--- src/rtl/m_rf_scoreboard.sv ---
// Integer register file with x0 = 0, two combinational read ports, one write port, and optional write-to-read bypass.
// Tracks pending writes per register and sets a sticky halt flag. Reads take 0 cycles, updates take 1 cycle, and there is no backpressure.
module m_rf_scoreboard #(
  parameter int XLEN     = 32,
  parameter int NREG     = 32,
  parameter int BYPASS   = 1,
  parameter int HALT_EN  = 1,
  parameter int HALT_REG = 30,
  localparam int AW      = $clog2(NREG)
) (
  input  logic            w_clk,
  input  logic            w_rst_n,
  input  logic [AW-1:0]   w_ra1,
  input  logic [AW-1:0]   w_ra2,
  output logic [XLEN-1:0] w_rd1,
  output logic [XLEN-1:0] w_rd2,
  input  logic            w_we,
  input  logic [AW-1:0]   w_wa,
  input  logic [XLEN-1:0] w_wd,
  input  logic            w_sb_set,
  input  logic [AW-1:0]   w_sb_wa,
  output logic            w_busy1,
  output logic            w_busy2,
  output logic            w_halt
);

  localparam logic [AW-1:0] HALT_IDX = AW'(HALT_REG);

  logic [XLEN-1:0] mem_q [NREG];
  logic [NREG-1:0] sb_q, sb_d;
  logic            halt_q, halt_d;
  logic            byp1, byp2;

  always_ff @(posedge w_clk or negedge w_rst_n) begin
    if (!w_rst_n) begin
      for (int i = 0; i < NREG; i++) mem_q[i] <= '0;
    end else if (w_we && (w_wa != '0)) begin
      mem_q[w_wa] <= w_wd;
    end
  end

  // Set is applied after clear so a newly issued producer wins over a retiring one.
  always_comb begin
    sb_d = sb_q;
    if (w_we) sb_d[w_wa] = 1'b0;
    if (w_sb_set && (w_sb_wa != '0)) sb_d[w_sb_wa] = 1'b1;
    sb_d[0] = 1'b0;
  end

  always_comb begin
    halt_d = halt_q;
    if ((HALT_EN != 0) && w_we && (w_wa == HALT_IDX)) halt_d = 1'b1;
  end

  always_ff @(posedge w_clk or negedge w_rst_n) begin
    if (!w_rst_n) begin
      sb_q   <= '0;
      halt_q <= 1'b0;
    end else begin
      sb_q   <= sb_d;
      halt_q <= halt_d;
    end
  end

  assign byp1 = (BYPASS != 0) && w_we && (w_wa == w_ra1);
  assign byp2 = (BYPASS != 0) && w_we && (w_wa == w_ra2);

  always_comb begin
    w_rd1 = '0;
    w_rd2 = '0;
    if (w_ra1 != '0) w_rd1 = byp1 ? w_wd : mem_q[w_ra1];
    if (w_ra2 != '0) w_rd2 = byp2 ? w_wd : mem_q[w_ra2];
  end

  assign w_busy1 = (w_ra1 != '0) && sb_q[w_ra1] && !byp1;
  assign w_busy2 = (w_ra2 != '0) && sb_q[w_ra2] && !byp2;
  assign w_halt  = halt_q;

endmodule

--- config.mk ---
export PLATFORM = sky130hd
export DESIGN_NAME = m_rf_scoreboard
export DESIGN_NICKNAME = d
export VERILOG_FILES = /design/src/rtl/m_rf_scoreboard.sv
export SDC_FILE = /design/constraint.sdc
export NUM_CORES = 2
export LEC_CHECK = 0
export CAP_MARGIN = 0
export CORE_MARGIN = 2
export CORE_UTILIZATION = 46
export CTS_CLUSTER_DIAMETER = 150
export DETAILED_ROUTE_END_ITERATION = 16
export RECOVER_POWER = 100
export SLEW_MARGIN = 25
export SYNTH_ARGS = -nofsm -noshare
export SYNTH_HDL_FRONTEND = slang
export SYNTH_SLANG_ARGS = --single-unit
--- constraint.sdc ---
create_clock -name w_clk -period 2.35 [get_ports w_clk]
set_input_delay 0.235 -clock w_clk [delete_from_list [all_inputs] [get_ports w_clk]]
set_output_delay 0.235 -clock w_clk [all_outputs]
set_load 0.005 [all_outputs]
==> impl_results.md <==
- Ys async rst share: 100%
- RSZ-0062 raised after global routing: yes
- Worst path arrival time: 2850 ps
- Setup TNS: -245970 ps
- CTS root buf: clkbuf_16
- Post-synth EDFFs: 0
- Post-layout net count: 4486
- Int Power: 40.3 mW
- Relative slew slack: -39.7%
- Starting density of the core: 46.5%
- Count of state elements after synthesis: 1056
- Vias in the first global route: 40600
- Max cap viols: 1
- Fin crit period: 3090 ps
- Syn-to-layout area delta: 22.5%
- Worst-Skew Late Latency: 730 ps
- # fillers: 9809
- Reg2Reg Launch Point: mem_q[272]
- First-pass GRT wire length: 285 mm
- CP Data Required Time: 2120 ps
- Initial antenna violation count: 7
- Hold path depth: 6
- Ys flop type: dfrtp_1
- Share of cells above drive strength 1: 53.2%
- Crit path capture type: output port
- Worst-path clk slew: 60 ps
- Avg Cell Area, Syn: 14.4 um2
- Final Non-Filler Cells: 6148
- Clk buf depth: 3
- Reg2Reg Depth: 3
- ANT nets after route: 0
- Die X: 355 um
- Skew final: 0 ps
- FF/Latch Area: 26400 um2
- Final setup vio count: 1167
- Cells after synthesis: 3936
- Net switching power: 15.6 mW
- Status: finished with violations
- DRT Pass-1 Iters: 6
- Fin crit share: 131%
- Peak Freq: 324 MHz
- Vias: 39200
- Clock network power share: 33.7%
- Total Power: 55.9 mW
- Seq/Total Area, Yosys: 46.5%
- Synth Net Count: 3992
- Worst path bufs/invs: 5
- Area of the multi-input gates: 29700 um2
- CP Max Fanout: 11
- Ys Warns: 0
- Worst Hold Class: input port to flop
- Slowest cell on crit path: dlygate4sd3_1
- Violated checks: max-capacitance violations, max-slew violations, negative setup slack
- Crit start category: input port
- FF-to-FF End: mem_q[272]
- Lkg Pwr: 30.7 nW
- Final hold slack: 267 ps
- Largest net degree at the start of global routing: 81
- Critical-path cell list: dlygate4sd3_1 -> clkbuf_1 -> xnor2_1 -> nand4_1 -> or2_4 -> buf_12 -> buf_4 -> o21ai_0 -> nor2_2 -> dlygate4sd2_1
- CORE AREA: 122000 um2
- Stages on the worst setup path: 10
- Combinational power share: 23.2%
- Flop-to-flop setup slack: 1350 ps
- Final setup margin: -738 ps
- Count of clock tree sinks: 1056
- Placer Congestion: 0.908
- Count of different cell masters after synthesis: 53
- Final Hold Vio Count: 0
- Wirelength per Cell: 31.5 um
- DRT Wirelength: 193 mm
- Sw Ratio: 27.8%
- CP top delay family: buffers and inverters
- Gr ovfl total: 0
- Worst Setup SP: w_wa[3]
- PwrDens: 803 nW/um2
- Max Slew Vio Count: 13
- Post-synthesis cell area: 56800 um2
- Std cell rows: 128
- Slowest stage delay, CP: 520 ps
- CTS tree: yes
- Placed cells: 5890
- Via density: 6.38
- Number of port buffers: 122
- Io pins: 123
- Worst slew pin tran: 2100 ps
- Initial DRC Count: 3539
- Detailed Place HPWL: 131 mm
- Die Height: 355 um
- Die area: 126000 um2
- GRT Total Usage: 30.9%
- CTS HTree Levels: 3
- DRC errors left: 0
- Max VDD drop: 0.703 mV
- Worst Setup EP: w_rd2[20]
- Pre-CTS setup slack: -1020 ps
- Worst Setup Path Type: input port to output port
- Inserted Clock Buffers: 118
- Sequential power share: 43.1%
how the worst min path moves through the flow:
| stage | startpoint | end | slack (ps) |
|---|---|---|---|
| 5_1_grt | w_wa[0] | sb_q[27] | 280 |
| 6_report | w_wa[0] | sb_q[27] | 270 |
| 3_3_place_gp | w_rst_n | mem_q[965] | 180 |
| 3_5_place_dp | w_rst_n | mem_q[965] | 190 |
| 4_1_cts | w_wd[4] | mem_q[708] | 260 |
| 2_1_floorplan | w_rst_n | mem_q[0] | -60 |
power groups by stage:
stage,Clock [mW],Combinational [mW],Sequential (mW)
6_report,18.8,12.9,24.1
5_1_grt,19.8,13.8,24.6
4_1_cts,19.2,12.8,24.0
3_5_place_dp,0,12.2,24.4
3_3_place_gp,0,12.0,24.2
2_1_floorplan,0,8.08,23.5
cell usage in the layout (no fill, tap or decap), drive strengths merged, types with 4 or more instances in the layout:
| cell | n |
|---|---|
| o211ai | 13 |
| and3 | 7 |
| clkbuf | 253 |
| a22o | 40 |
| nor3 | 51 |
| nor4 | 31 |
| or2 | 9 |
| nand3b | 11 |
| nor3b | 8 |
| nand2 | 41 |
| dlygate4sd3 | 4 |
| nor2b | 11 |
| o22ai | 92 |
| dfrtp | 1056 |
| clkinv | 34 |
| or3b | 4 |
| a21oi | 6 |
| o22a | 9 |
| nand2b | 10 |
| a22oi | 33 |
| clkdlybuf4s50 | 40 |
| a211oi | 41 |
| xnor2 | 10 |
| mux2i | 184 |
| nor2 | 115 |
| clkinvlp | 6 |
| mux2 | 1053 |
| buf | 679 |
| a2111oi | 8 |
| nand3 | 38 |
| bufinv | 9 |
| a221oi | 38 |
| o21ai | 100 |
| mux4 | 445 |
| a221o | 5 |
synthesized netlist by cell type, types with 3 or more instances:
cell type / number / area (um2)
clkbuf_1: 208 / 781
or2_2: 4 / 25.0
nor2_1: 114 / 428
a211oi_1: 41 / 308
mux4_2: 445 / 10000
o22ai_1: 92 / 576
and3_1: 7 / 43.8
mux2_1: 274 / 3090
or2_1: 4 / 25.0
nor2b_1: 11 / 68.8
o211ai_1: 13 / 97.6
buf_4: 46 / 345
a221oi_1: 38 / 333
a311o_1: 3 / 30.0
nor3_1: 51 / 255
a21oi_1: 6 / 30.0
nand4_1: 3 / 18.8
o21ai_0: 83 / 415
buf_6: 12 / 135
a22oi_1: 33 / 248
or3b_1: 3 / 26.3
mux2_2: 779 / 8770
nand3b_1: 11 / 82.6
buf_1: 49 / 184
buf_2: 128 / 641
dfrtp_1: 1056 / 26400
o22a_1: 9 / 78.8
nor4_1: 29 / 181
a2111oi_0: 8 / 70.1
a22o_1: 40 / 350
o21ai_1: 16 / 80.1
nand2_1: 41 / 154
nor3b_1: 8 / 60.1
nand3_1: 38 / 190
xnor2_1: 10 / 87.6
mux2i_1: 184 / 1840
nand2b_1: 10 / 62.6
and3b_1: 3 / 26.3
a221o_1: 5 / 50.1
metrics by stage:
| step | util [%] | cell area [um2] |
|---|---|---|
| finish | 56.9 | 69600 |
| global route | 56.9 | 69600 |
| CTS | 57.5 | 70200 |
| detailed placement | 53.4 | 65200 |
| global placement | 53.4 | 65200 |
| floorplan | - | 56800 |
flip-flops by register name, indices dropped and copies added (netlist names):
name and cells:
mem_q 1024, sb_q 31, w_halt 1
worst min-delay path, delay by kind of cell:
| kind | cells | cell delay [ps] |
|---|---|---|
| buffers and inverters | 3 | 460 |
| AOI/OAI and AO/OA | 2 | 150 |
| and+or+nand+nor | 1 | 130 |
area by class of cell:
class                   instances  area share, %
multi-input cells            2433           42.7
clock buffers                 164           4.88
flip-flops and latches       1056           38.0
clock inverters                47          0.743
well taps                    1625           2.92
diodes                          2        0.00719
inverters                       4         0.0252
repair buffers                817           10.7
layer usage:
| metal | global-route usage, % | vias to the layer above | wire (um) |
|---|---|---|---|
| met2 | 49.2 | 1548 | 91300 |
| li1 | - | 16300 | - |
| met3 | 5.78 | 420 | 14400 |
| met1 | 42.1 | 21000 | 79400 |
| met4 | 11.9 | 8 | 8300 |
| met5 | 0 | - | 42 |
logic make-up (layout without fill, tap and decap cells):
group,count (synthesis),in the layout,synth area share [%]
AND/OR/NAND/NOR,345,345,3.05
buffers and inverters,447,1032,3.70
other,0,2,0
flip-flops,1056,1056,46.5
multiplexers,1682,1682,41.8
XOR/XNOR,10,10,0.154
AO/OA/AOI/OAI,396,396,4.83
what timing repair did:
action | CTS | global route
setup buffers | 58 | 12
pin swaps | 194 | 93
endpoints found under the hold margin | 299 | 0
resized for setup | 513 | 89
endpoints found under the setup margin | 66 | 66
hold buffers | 3 | 0
No activity file was read; power rests on OpenSTA's default activity.
